===== config.mk =====
export PLATFORM = sky130hd
export DESIGN_NAME = cfa_mosaic
export DESIGN_NICKNAME = d
export VERILOG_FILES = /design/src/rtl/cfa_pkg.sv /design/src/rtl/cfa_raster_counter.sv /design/src/rtl/cfa_mosaic.sv
export SDC_FILE = /design/constraint.sdc
export NUM_CORES = 1
export LEC_CHECK = 0
export CELL_PAD_IN_SITES_DETAIL_PLACEMENT = 1
export CELL_PAD_IN_SITES_GLOBAL_PLACEMENT = 2
export CORE_ASPECT_RATIO = 1.2
export CORE_MARGIN = 3
export CORE_UTILIZATION = 31
export CTS_CLUSTER_SIZE = 12
export DETAILED_ROUTE_END_ITERATION = 12
export PLACE_DENSITY = 0.94
export REMOVE_ABC_BUFFERS = 1
export SETUP_SLACK_MARGIN = 0.4
export SYNTH_ARGS = -nofsm -noshare
export SYNTH_HDL_FRONTEND = slang
export SYNTH_SLANG_ARGS = --single-unit
export TNS_END_PERCENT = 30

===== constraint.sdc =====
create_clock -name clk -period 4.6 [get_ports clk]
set_clock_uncertainty 0.2 [all_clocks]
set_input_delay 0.69 -clock clk [delete_from_list [all_inputs] [get_ports clk]]
set_output_delay 0.69 -clock clk [all_outputs]
set_load 0.005 [all_outputs]

===== src/rtl/cfa_pkg.sv =====
// ============================================================================
// Module      : cfa_pkg
// Description : Shared Bayer CFA symbol/pattern constants and symbol lookup.
// Revision    : 1.0 - initial release
// ============================================================================
`default_nettype none

package cfa_pkg;

    localparam logic [1:0] SYM_GREEN = 2'b01;
    localparam logic [1:0] SYM_RED   = 2'b10;
    localparam logic [1:0] SYM_BLUE  = 2'b11;

    localparam logic [1:0] PAT_RGGB  = 2'b00;
    localparam logic [1:0] PAT_GRBG  = 2'b01;
    localparam logic [1:0] PAT_GBRG  = 2'b10;
    localparam logic [1:0] PAT_BGGR  = 2'b11;

    typedef enum logic [0:0] {
        ST_WAIT_SOF = 1'b0,
        ST_ACTIVE   = 1'b1
    } cfa_state_t;

    // Green always sits on one diagonal of the 2x2 cell; red/blue fill the other.
    function automatic logic [1:0] cfa_symbol(
        input logic [1:0] pattern,
        input logic       row_par,
        input logic       col_par
    );
        logic [1:0] idx;
        idx        = {row_par, col_par};
        cfa_symbol = SYM_GREEN;
        case (pattern)
            PAT_RGGB: begin
                if (idx == 2'b00) cfa_symbol = SYM_RED;
                if (idx == 2'b11) cfa_symbol = SYM_BLUE;
            end
            PAT_GRBG: begin
                if (idx == 2'b01) cfa_symbol = SYM_RED;
                if (idx == 2'b10) cfa_symbol = SYM_BLUE;
            end
            PAT_GBRG: begin
                if (idx == 2'b01) cfa_symbol = SYM_BLUE;
                if (idx == 2'b10) cfa_symbol = SYM_RED;
            end
            default: begin
                if (idx == 2'b00) cfa_symbol = SYM_BLUE;
                if (idx == 2'b11) cfa_symbol = SYM_RED;
            end
        endcase
    endfunction

endpackage

`default_nettype wire


===== src/rtl/cfa_raster_counter.sv =====
// ============================================================================
// Module      : cfa_raster_counter
// Description : Column/row raster position with wrap, eol/eof flags and restart.
// Revision    : 1.0 - initial release
// ============================================================================
`default_nettype none

module cfa_raster_counter #(
    parameter int WIDTH  = 640,
    parameter int HEIGHT = 480,
    parameter int CW     = $clog2(WIDTH),
    parameter int RW     = $clog2(HEIGHT)
) (
    input  logic          clk,
    input  logic          rst,
    input  logic          adv,
    input  logic          restart,
    output logic [CW-1:0] col,
    output logic [RW-1:0] row,
    output logic          eol,
    output logic          eof
);

    logic [CW-1:0] col_q, col_d;
    logic [RW-1:0] row_q, row_d;

    // The registers hold the position of the next beat; restart overrides it.
    always_comb begin
        col   = restart ? '0 : col_q;
        row   = restart ? '0 : row_q;
        eol   = (col == CW'(WIDTH - 1));
        eof   = eol && (row == RW'(HEIGHT - 1));
        col_d = col_q;
        row_d = row_q;
        if (adv) begin
            if (eof) begin
                col_d = '0;
                row_d = '0;
            end else if (eol) begin
                col_d = '0;
                row_d = row + RW'(1);
            end else begin
                col_d = col + CW'(1);
                row_d = row;
            end
        end
    end

    always_ff @(posedge clk) begin
        if (rst) begin
            col_q <= '0;
            row_q <= '0;
        end else begin
            col_q <= col_d;
            row_q <= row_d;
        end
    end

endmodule

`default_nettype wire


===== src/rtl/cfa_mosaic.sv =====
// ============================================================================
// Module      : cfa_mosaic
// Description : RGB pixel stream to Bayer raw stream with CFA symbol tags.
// Revision    : 1.0 - initial release
// ============================================================================
`default_nettype none

module cfa_mosaic
    import cfa_pkg::*;
#(
    parameter int DW     = 8,
    parameter int WIDTH  = 640,
    parameter int HEIGHT = 480
) (
    input  logic          clk,
    input  logic          rst,
    input  logic [1:0]    pattern_sel,
    input  logic          s_valid,
    output logic          s_ready,
    input  logic          s_sof,
    input  logic [DW-1:0] s_r,
    input  logic [DW-1:0] s_g,
    input  logic [DW-1:0] s_b,
    output logic          m_valid,
    input  logic          m_ready,
    output logic [DW-1:0] m_data,
    output logic [1:0]    m_symbol,
    output logic          m_sof,
    output logic          m_eol,
    output logic          m_eof,
    output logic          frame_start,
    output logic          row_update,
    output logic          col_update,
    output logic          err_sof
);

    localparam int CW = $clog2(WIDTH);
    localparam int RW = $clog2(HEIGHT);

    cfa_state_t    state_q, state_d;
    logic [1:0]    pattern_q, pattern_d;
    logic          m_valid_q, m_valid_d;
    logic [DW-1:0] m_data_q, m_data_d;
    logic [1:0]    m_symbol_q, m_symbol_d;
    logic          m_sof_q, m_sof_d;
    logic          m_eol_q, m_eol_d;
    logic          m_eof_q, m_eof_d;

    logic          accept;
    logic          emit;
    logic          xfer;
    logic [1:0]    pattern_eff;
    logic [1:0]    sym;
    logic [CW-1:0] cur_col;
    logic [RW-1:0] cur_row;
    logic          cur_eol;
    logic          cur_eof;

    cfa_raster_counter #(
        .WIDTH  (WIDTH),
        .HEIGHT (HEIGHT),
        .CW     (CW),
        .RW     (RW)
    ) u_raster (
        .clk     (clk),
        .rst     (rst),
        .adv     (emit),
        .restart (s_sof),
        .col     (cur_col),
        .row     (cur_row),
        .eol     (cur_eol),
        .eof     (cur_eof)
    );

    always_comb begin
        s_ready     = ~m_valid_q | m_ready;
        accept      = s_valid & s_ready;
        // Non-SOF beats while waiting for a frame are swallowed without output.
        emit        = accept & ((state_q == ST_ACTIVE) | s_sof);
        xfer        = m_valid_q & m_ready;
        pattern_eff = s_sof ? pattern_sel : pattern_q;
        sym         = cfa_symbol(pattern_eff, cur_row[0], cur_col[0]);

        frame_start = ~rst & accept & s_sof;
        err_sof     = ~rst & accept & ((state_q == ST_ACTIVE) ? s_sof : ~s_sof);
        row_update  = ~rst & xfer & m_eol_q & ~m_eof_q;
        col_update  = ~rst & xfer & ~m_eol_q & ~m_eof_q;

        state_d     = state_q;
        pattern_d   = (accept & s_sof) ? pattern_sel : pattern_q;
        m_valid_d   = m_valid_q & ~m_ready;
        m_data_d    = m_data_q;
        m_symbol_d  = m_symbol_q;
        m_sof_d     = m_sof_q;
        m_eol_d     = m_eol_q;
        m_eof_d     = m_eof_q;

        if (emit) begin
            state_d    = cur_eof ? ST_WAIT_SOF : ST_ACTIVE;
            m_valid_d  = 1'b1;
            m_symbol_d = sym;
            m_sof_d    = (cur_col == '0) && (cur_row == '0);
            m_eol_d    = cur_eol;
            m_eof_d    = cur_eof;
            case (sym)
                SYM_RED:  m_data_d = s_r;
                SYM_BLUE: m_data_d = s_b;
                default:  m_data_d = s_g;
            endcase
        end
    end

    always_ff @(posedge clk) begin
        if (rst) begin
            state_q    <= ST_WAIT_SOF;
            pattern_q  <= PAT_RGGB;
            m_valid_q  <= 1'b0;
            m_data_q   <= '0;
            m_symbol_q <= 2'b00;
            m_sof_q    <= 1'b0;
            m_eol_q    <= 1'b0;
            m_eof_q    <= 1'b0;
        end else begin
            state_q    <= state_d;
            pattern_q  <= pattern_d;
            m_valid_q  <= m_valid_d;
            m_data_q   <= m_data_d;
            m_symbol_q <= m_symbol_d;
            m_sof_q    <= m_sof_d;
            m_eol_q    <= m_eol_d;
            m_eof_q    <= m_eof_d;
        end
    end

    assign m_valid  = m_valid_q;
    assign m_data   = m_data_q;
    assign m_symbol = m_symbol_q;
    assign m_sof    = m_sof_q;
    assign m_eol    = m_eol_q;
    assign m_eof    = m_eof_q;

endmodule

`default_nettype wire


==> results.cfg, run 1 <==
[outcome]
status = completed

[floorplan]
row_count = 32
die-area_um2 = 7810
die_x_um = 81.2
die_h_um = 96.2
ios = 50
initial_core_util_pct = 32.4
core-area_um2 = 6490

[critical_path]
reg2reg_from = u_raster.col_q[0]
crit_start = s_sof
cp.depth = 5
crit_family = buffers and inverters
crit_path_start_kind = input pin
cpMaxStageDelayCell = clkdlybuf4s50_1
cpPeakStageDelay_ps = 840
critPathArrivalTime_ps = 2750
endpoint = err_sof
crit_type = in -> out
cp-end-kind = output pin
cp_common_cell = clkdlybuf4s50_1
r2r_setup_slack_ps = 1810
rr_worst_depth = 8
crit_buf_inv = 3
r2r-end = m_data[1]
crit_path_max_fanout = 15
cp_cell_sequence = clkdlybuf4s50_1 > inv_2 > ha_1 > nor3_1 > clkdlybuf4s50_1
required_ps = 3710

[logic_synthesis]
synth_ff_type = dfxtp_1
syn_area_um2 = 2100
synth.distinct_cells = 50
syn_inst = 256
synthArstFlopShare_pct = 0
synth_edf_count = 0
synth-warning-count = 0
post-synth-top-count-cell = dfxtp_1
syn_area_per_cell_um2 = 8.21
yosys.area.top_type_share_pct = 34.3
synth_top_area_cell = dfxtp_1
synth.area.top_cells = dfxtp_1, mux2i_1, a21oi_1, a31oi_1, o21ai_0
ys_ff_latch = 36
synth_common_cells = dfxtp_1, a21oi_1, nor2_1, nand2_1
synth_seq_area_share_pct = 34.3

[route]
final_antenna_net_count = 0
wl_um = 6320
dr.pass1.iters = 4
avgRoutedWirePerCell_um = 16.5
dr.first_iter.drc_count = 122
drc = 0
routed_via_density = 5.54
vias = 2117

[sta]
drv_slew = 0
tightest_slew_ps = 974
finalSetupViolCount = 0
period_share_pct = 79.2
rsz0062_at_grt = no
fmax_ghz = 0.274
hold_viol = 0
period_minus_slack_ps = 3640
timing.hold.ws_ps = 262
slew_headroom_pct = 35.1
fin_setup_tns_ps = 0

[final_layout]
drive_gt1_share_pct = 7.07
n_antenna_cell = 0
utilization_pct = 42.9
nets = 332
instances_no_fill = 382
area_growth_pct = 32.4

[clock_network]
cts_hold_buf = 0
cts-resized-gates = 0
cts.sinks = 36
postCtsSetupRepairBufs = 0
cts_tree = done
clkTransAtPathRegs_ps = 70
htreeDepth = 2
clk_latency_ps = 290
cts_buffers = 5
clockBufferDepth = 2
clock-root-buffer = clkbuf_8

[power]
power_leakage_nw = 0.994
p_per_area_nw_per_um2 = 312
peakVddDrop_v = 0.000150
power.total_mw = 0.870

[global_routing]
grt_max_degree = 40
grt.total_usage_pct = 17.2
overflow = 0
grt_pass1_vias = 2208
antenna_found_initial = 0
grt_pass1_wl_um = 10500

[placed_design]
dp_hpwl_um = 4470
port_buffers = 49
gp_congestion = 0.762
dp.cells = 374

[run]
drv_cap = 0

[min_path]
hold_path_class = reg -> reg
[layout make-up]
| class | count | area (um^2) |
|---|---|---|
| Sequential cell | 36 | 721 |
| Clock buffer | 5 | 68.8 |
| Tap cell | 85 | 106 |
| Fill cell | 801 | 3700 |
| Timing Repair Buffer | 53 | 520 |
| Multi-Input combinational cell | 194 | 1250 |
| Clock inverter | 3 | 90.1 |
| Inverter | 6 | 22.5 |
[cells in the final DEF, fill, tap and decap left out, types with 2 or more instances in the layout]
cell | Yosys | final
nand3b_1 | 3 | 3
bufinv_16 | 0 | 3
nand4b_1 | 2 | 2
a31o_2 | 2 | 2
xnor2_1 | 2 | 2
nand2_1 | 15 | 15
clkdlybuf4s50_1 | 0 | 49
nor3_1 | 5 | 5
mux2i_1 | 12 | 12
ha_1 | 5 | 5
a311oi_1 | 4 | 4
nor2_1 | 18 | 18
clkbuf_8 | 0 | 5
nor2b_1 | 3 | 3
nand3_1 | 10 | 10
nor4_1 | 4 | 4
o21ai_0 | 14 | 14
dfxtp_1 | 36 | 36
and2_1 | 10 | 10
buf_4 | 1 | 4
a31oi_1 | 14 | 14
nand2b_1 | 4 | 4
inv_1 | 5 | 5
a21oi_1 | 22 | 22
nand4_1 | 7 | 7
or3_1 | 4 | 4
and4b_1 | 2 | 2
and3_1 | 4 | 4
o22ai_1 | 8 | 8
nor4b_1 | 2 | 2
[sequential cells by signal, indices dropped and copies added, names as in the netlist]
signal	count
u_raster.col_q	10
u_raster.row_q	9
m_data	8
m_symbol	2
pattern_q	2
m_eof	1
m_eol	1
m_sof	1
m_valid	1
state_q	1
[worst min path at each step]
| stage | slack (ps) | depth (start not counted) | endpoint | from |
|---|---|---|---|---|
| final | 260 | 2 | m_sof | m_sof |
| after global routing | 280 | 2 | m_sof | m_sof |
| after CTS | 270 | 2 | m_sof | m_sof |
| after detailed placement | 260 | 2 | m_sof | m_sof |
| after global placement | 240 | 2 | m_sof | m_sof |
| after floorplan | 240 | 2 | m_sof | m_sof |
[per-layer routing]
metal / part of all wire (%) / GRT usage, % / wire (um) / up-vias
met2: 50 / 30.7 / 3180 / 57
met5: 0 / 0 / 0 / -
met4: 2.0 / 6.06 / 128 / 0
met1: 42 / 19.3 / 2640 / 1017
met3: 5.9 / 5.06 / 373 / 13
li1: - / - / - / 1030
[where the power goes]
part | internal (mW) | switching (mW) | total, mW
Combinational | 0.0745 | 0.0674 | 0.142
Clock | 0.271 | 0.125 | 0.397
Sequential | 0.324 | 0.00742 | 0.331
[through the flow]
stage | cell area (um^2) | worst slack (ps)
after CTS | 2780 | 949
after detailed placement | 2620 | 798
after global placement | 2620 | 895
after floorplan | 1990 | 1610
final | 2780 | 957
after global routing | 2780 | 761
[logic make-up after synthesis]
kind of cell | count (synthesis) | synth area share [%]
and+or+nand+nor | 101 | 27.9
AOI/OAI and AO/OA | 72 | 20.7
DFF | 36 | 34.3
buffers and inverters | 26 | 6.43
muxes | 14 | 6.90
adders and majority gates | 5 | 2.98
xor gates and xnor gates | 2 | 0.833
[worst register-to-register path, cell delays in order (launching register included)]
cell and delay (ps):
dfxtp_1 420, inv_1 100, nor2_1 270, ha_1 240
nand2b_1 70, and3_1 190, o32ai_2 790, mux2i_1 290
o22ai_1 100
(Power assumes the default switching activity.)
==> run 2: changes to the inputs <==
--- a/config.mk
+++ b/config.mk
@@ -9,10 +9,10 @@
 export CELL_PAD_IN_SITES_GLOBAL_PLACEMENT = 2
 export CORE_ASPECT_RATIO = 1.2
 export CORE_MARGIN = 3
-export CORE_UTILIZATION = 31
+export CORE_UTILIZATION = 29
 export CTS_CLUSTER_SIZE = 12
 export DETAILED_ROUTE_END_ITERATION = 12
-export PLACE_DENSITY = 0.94
+export PLACE_DENSITY = 0.89
 export REMOVE_ABC_BUFFERS = 1
 export SETUP_SLACK_MARGIN = 0.4
 export SYNTH_ARGS = -nofsm -noshare
==> constraint.sdc (replaced) <==
create_clock -name clk -period 3.75 [get_ports clk]
set_clock_uncertainty 0.2 [all_clocks]
set_input_delay 0.5625 -clock clk [delete_from_list [all_inputs] [get_ports clk]]
set_output_delay 0.5625 -clock clk [all_outputs]
set_load 0.005 [all_outputs]
==> results.cfg, run 2 (synthesis gave the netlist of run 1 again) <==
[final_layout]
final_cell_area_um2 = 2780
area_growth_pct = 32.0
instances_no_fill = 389
multiInputGateArea_um2 = 1250
fillers = 851
final_cell_mix = clkdlybuf4s50_1, dfxtp_1, a21oi_1
regArea_um2 = 721
drive_gt1_share_pct = 8.61
largest_reg_flops = 10
nets = 337
final_common_cell = clkdlybuf4s50_1
regMostFlops = u_raster.col_q
n_antenna_cell = 0

[critical_path]
crit_type = in -> out
cpMaxStageDelayCell = clkdlybuf4s50_1
crit_path_max_fanout = 7
cp_common_cell = clkdlybuf4s50_1
cpPeakStageDelay_ps = 560
crit_path_start_kind = input pin
cp-end-kind = output pin
cp_cell_sequence = clkdlybuf4s50_1 > inv_2 > ha_1 > nor3_1 > clkdlybuf4s50_1
crit_family = buffers and inverters
critPathArrivalTime_ps = 2270
crit_buf_inv = 3
required_ps = 2990

[floorplan]
die-area_um2 = 8310
die_x_um = 83.7
ios = 50
initial_core_util_pct = 30.3
core-area_um2 = 6940
row_count = 33
die_h_um = 99.3

[global_routing]
overflow = 0
antenna_found_initial = 0
grt_max_degree = 28
grt_pass1_wl_um = 10600
grt_pass1_vias = 2201
grt.total_usage_pct = 15.3

[placed_design]
port_buffers = 49
dp_hpwl_um = 4580
gp_congestion = 0.783
post_dp_cell_area_um2 = 2660
dp.cells = 381

[clock_network]
cts-resized-gates = 0
htreeDepth = 2
cts_hold_buf = 0
clockBufferDepth = 2
cts_buffers = 5
cts.sinks = 36
postCtsSetupRepairBufs = 0
clk_latency_ps = 290
cts_tree = done
clock-root-buffer = clkbuf_8
clkTransAtPathRegs_ps = 80

[sta]
tightest_slew_ps = 494
period_minus_slack_ps = 3040
period_share_pct = 81.0
drv_slew = 0
rsz0062_at_grt = no
finalSetupViolCount = 0
slew_headroom_pct = 67.1
fmax_ghz = 0.329
hold_viol = 0
fin_setup_tns_ps = 0

[route]
dr.pass1.iters = 4
wl_um = 6330
vias = 2109
avgRoutedWirePerCell_um = 16.3
final_antenna_net_count = 0
drc = 0
routed_via_density = 5.42
dr.first_iter.drc_count = 121

[power]
power_leakage_nw = 0.994
peakVddDrop_v = 0.000137
p_per_area_nw_per_um2 = 338

[run]
drv_cap = 0

[outcome]
status = completed

[min_path]
hold_path_class = reg -> reg
==> run 2: power breakdown <==
part           leakage (nW)  switching [mW]  internal (mW)  total (mW)
sequential            0.293         0.00942          0.397       0.407
combinational         0.647          0.0838         0.0975       0.181
clock                0.0541           0.154          0.197       0.351
==> run 2: worst paths after layout <==
check                     from                end  slack (ps)  depth (start not counted)
min                      m_sof              m_sof         260                          2
max reg2reg  u_raster.col_q[0]  u_raster.row_q[5]        1010                          8
min reg2reg              m_sof              m_sof         260                          2
max                      s_sof            err_sof         710                          5
==> run 2: layout make-up <==
| class | count | share of cell area, % |
|---|---|---|
| Multi-Input combinational cell | 194 | 45.2 |
| Sequential cell | 36 | 26.0 |
| Timing Repair Buffer | 58 | 20.1 |
| Tap cell | 87 | 3.92 |
| Clock buffer | 5 | 2.48 |
| Clock inverter | 3 | 1.53 |
| Inverter | 6 | 0.812 |
==> run 2: per-layer routing <==
| layer | GRT usage (%) | share of wire (%) | vias up |
|---|---|---|---|
| met5 | 0 | 0 | - |
| li1 | - | - | 1038 |
| met4 | 2.97 | 0.84 | 0 |
| met3 | 4.47 | 6.0 | 6 |
| met2 | 28.0 | 50 | 48 |
| met1 | 17.8 | 43 | 1017 |
==> run 2: worst min-delay path: stages (launching register included) <==
cell and delay (ps):
dfxtp_1 320, nand2_1 50, a21oi_1 50
==> run 2: through the flow <==
step	hold slack, ps	utilization, %	power, mW	worst slack (ps)
global placement	248	38.4	0.594	543
finish	263	40.0	0.939	713
global route	283	40.0	0.980	537
floorplan	242	-	0.491	887
CTS	270	40.0	0.950	677
detailed placement	256	38.4	0.597	471
==> run 3: changes to the inputs <==
--- a/config.mk
+++ b/config.mk
@@ -9,10 +9,10 @@
 export CELL_PAD_IN_SITES_GLOBAL_PLACEMENT = 2
 export CORE_ASPECT_RATIO = 1.2
 export CORE_MARGIN = 3
-export CORE_UTILIZATION = 29
+export CORE_UTILIZATION = 26
 export CTS_CLUSTER_SIZE = 12
 export DETAILED_ROUTE_END_ITERATION = 12
-export PLACE_DENSITY = 0.89
+export PLACE_DENSITY = 0.85
 export REMOVE_ABC_BUFFERS = 1
 export SETUP_SLACK_MARGIN = 0.4
 export SYNTH_ARGS = -nofsm -noshare
==> constraint.sdc (replaced) <==
create_clock -name clk -period 2.5 [get_ports clk]
set_clock_uncertainty 0.2 [all_clocks]
set_input_delay 0.375 -clock clk [delete_from_list [all_inputs] [get_ports clk]]
set_output_delay 0.375 -clock clk [all_outputs]
set_load 0.005 [all_outputs]
==> results.cfg, run 3 (synthesis gave the netlist of run 1 again) <==
[outcome]
status = completed

[clock_network]
clkTransAtPathRegs_ps = 80
cts_hold_buf = 0
clock-root-buffer = clkbuf_8
htreeDepth = 2
clk_latency_ps = 300
cts_buffers = 5
clockBufferDepth = 2
cts.sinks = 36
cts_tree = done

[sta]
timing.hold.ws_ps = 259
tightest_slew_ps = 366
hold_viol = 0
drv_slew = 0
fmax_ghz = 0.466
fin_setup_tns_ps = 0
rsz0062_at_grt = yes
finalSetupViolCount = 0
period_minus_slack_ps = 2150
slew_headroom_pct = 75.3
period_share_pct = 85.8

[route]
dr.first_iter.drc_count = 70
vias = 2314
final_antenna_net_count = 0
routed_via_density = 5.43
avgRoutedWirePerCell_um = 16.9
wl_um = 7220
dr.pass1.iters = 4
drc = 0

[placed_design]
dp_hpwl_um = 5180
port_buffers = 49
dp.cells = 410
gp_congestion = 0.767

[global_routing]
antenna_found_initial = 0
grt_max_degree = 30
grt_pass1_vias = 2455
grt_pass1_wl_um = 11800
overflow = 0
grt.total_usage_pct = 16.2

[power]
p_per_area_nw_per_um2 = 438
peakVddDrop_v = 0.000198
power_leakage_nw = 1.23

[floorplan]
die_h_um = 104
row_count = 35
die_x_um = 88.1
die-area_um2 = 9200
initial_core_util_pct = 27.1
ios = 50
core-area_um2 = 7750

[min_path]
hold_depth = 2
worstHoldEndpoint = m_sof
hold_path_class = reg -> reg
hold_start = m_sof

[final_layout]
instances_no_fill = 426
utilization_pct = 40.8
largest_reg_flops = 10
area_growth_pct = 50.4
regMostFlops = u_raster.col_q
fillers = 914
drive_gt1_share_pct = 22.5
nets = 369
n_antenna_cell = 0
final_cell_mix = clkdlybuf4s50_1, buf_4, dfxtp_1
final_common_cell = clkdlybuf4s50_1

[critical_path]
crit_type = reg -> reg
cp-end-kind = register
crit_path_start_kind = register
r2r-end = m_data[4]
rr_worst_depth = 11
crit_path_max_fanout = 4
r2r_setup_slack_ps = 350
critPathArrivalTime_ps = 2120
reg2reg_from = u_raster.col_q[0]
required_ps = 2470

[run]
drv_cap = 0
## run 3: cell count changes in the layout (fill, tap and decap cells not counted), moves of 3 or more
cell	delta
and3_1	-3
and3_4	+3
buf_4	+27
clkdlybuf4s50_1	-5
## run 3: how the worst max path moves through the flow
stage / from / endpoint / slack [ps]
floorplan: u_raster.col_q[0] / m_data[7] / -230
global placement: s_sof / m_data[7] / -500
detailed placement: s_sof / m_data[0] / -560
CTS: rst / row_update / 130
global route: u_raster.col_q[0] / m_data[4] / 230
finish: u_raster.col_q[0] / m_data[4] / 350
## run 3: critical path, cell delays in order (launching register included)
cell and delay [ps]:
dfxtp_2 340, inv_2 50, nor2_4 100, inv_2 60, ha_4 150, and2b_1 170, a311oi_2 280, o32ai_4 140
buf_4 170, buf_16 130, mux2i_1 140, o22ai_1 90
## run 3: per-stage QoR
stage	setup slack [ps]	power [mW]	area, um^2
global placement	-498	0.907	2850
CTS	130	1.40	3120
floorplan	-230	0.736	1990
global route	229	1.45	3160
finish	355	1.39	3160
detailed placement	-564	0.913	2850
## run 3: what timing repair did
item / 4_1_cts / 5_1_grt
cloned: 2 / 0
gates resized for setup: 29 / 7
pin swaps: 5 / 2
endpoints found under the hold margin: 0 / 0
setup buffers: 4 / 2
endpoints found under the setup margin: 37 / 26
## run 3: routing by layer
metal / GRT usage (%) / part of all wire, % / vias to the layer above
li1: - / - / 1105
met1: 17.6 / 40 / 1125
met2: 29.0 / 51 / 65
met3: 4.20 / 5.3 / 19
met4: 6.80 / 3.1 / 0
met5: 0 / 0 / -
## run 3: layout make-up
class | count | area [um^2] | share of cell area [%]
Sequential cell | 36 | 723 | 22.9
Multi-Input combinational cell | 194 | 1340 | 42.5
Tap cell | 92 | 115 | 3.64
Clock inverter | 3 | 18.8 | 0.594
Clock buffer | 5 | 68.8 | 2.18
Inverter | 6 | 22.5 | 0.713
Timing Repair Buffer | 90 | 870 | 27.5
## run 3: report_power, final
group          switching [mW]  internal, mW  total (mW)
clock network           0.238         0.195       0.433
registers              0.0134         0.596       0.609
logic                   0.147         0.196       0.343
total                   0.399         0.986        1.39
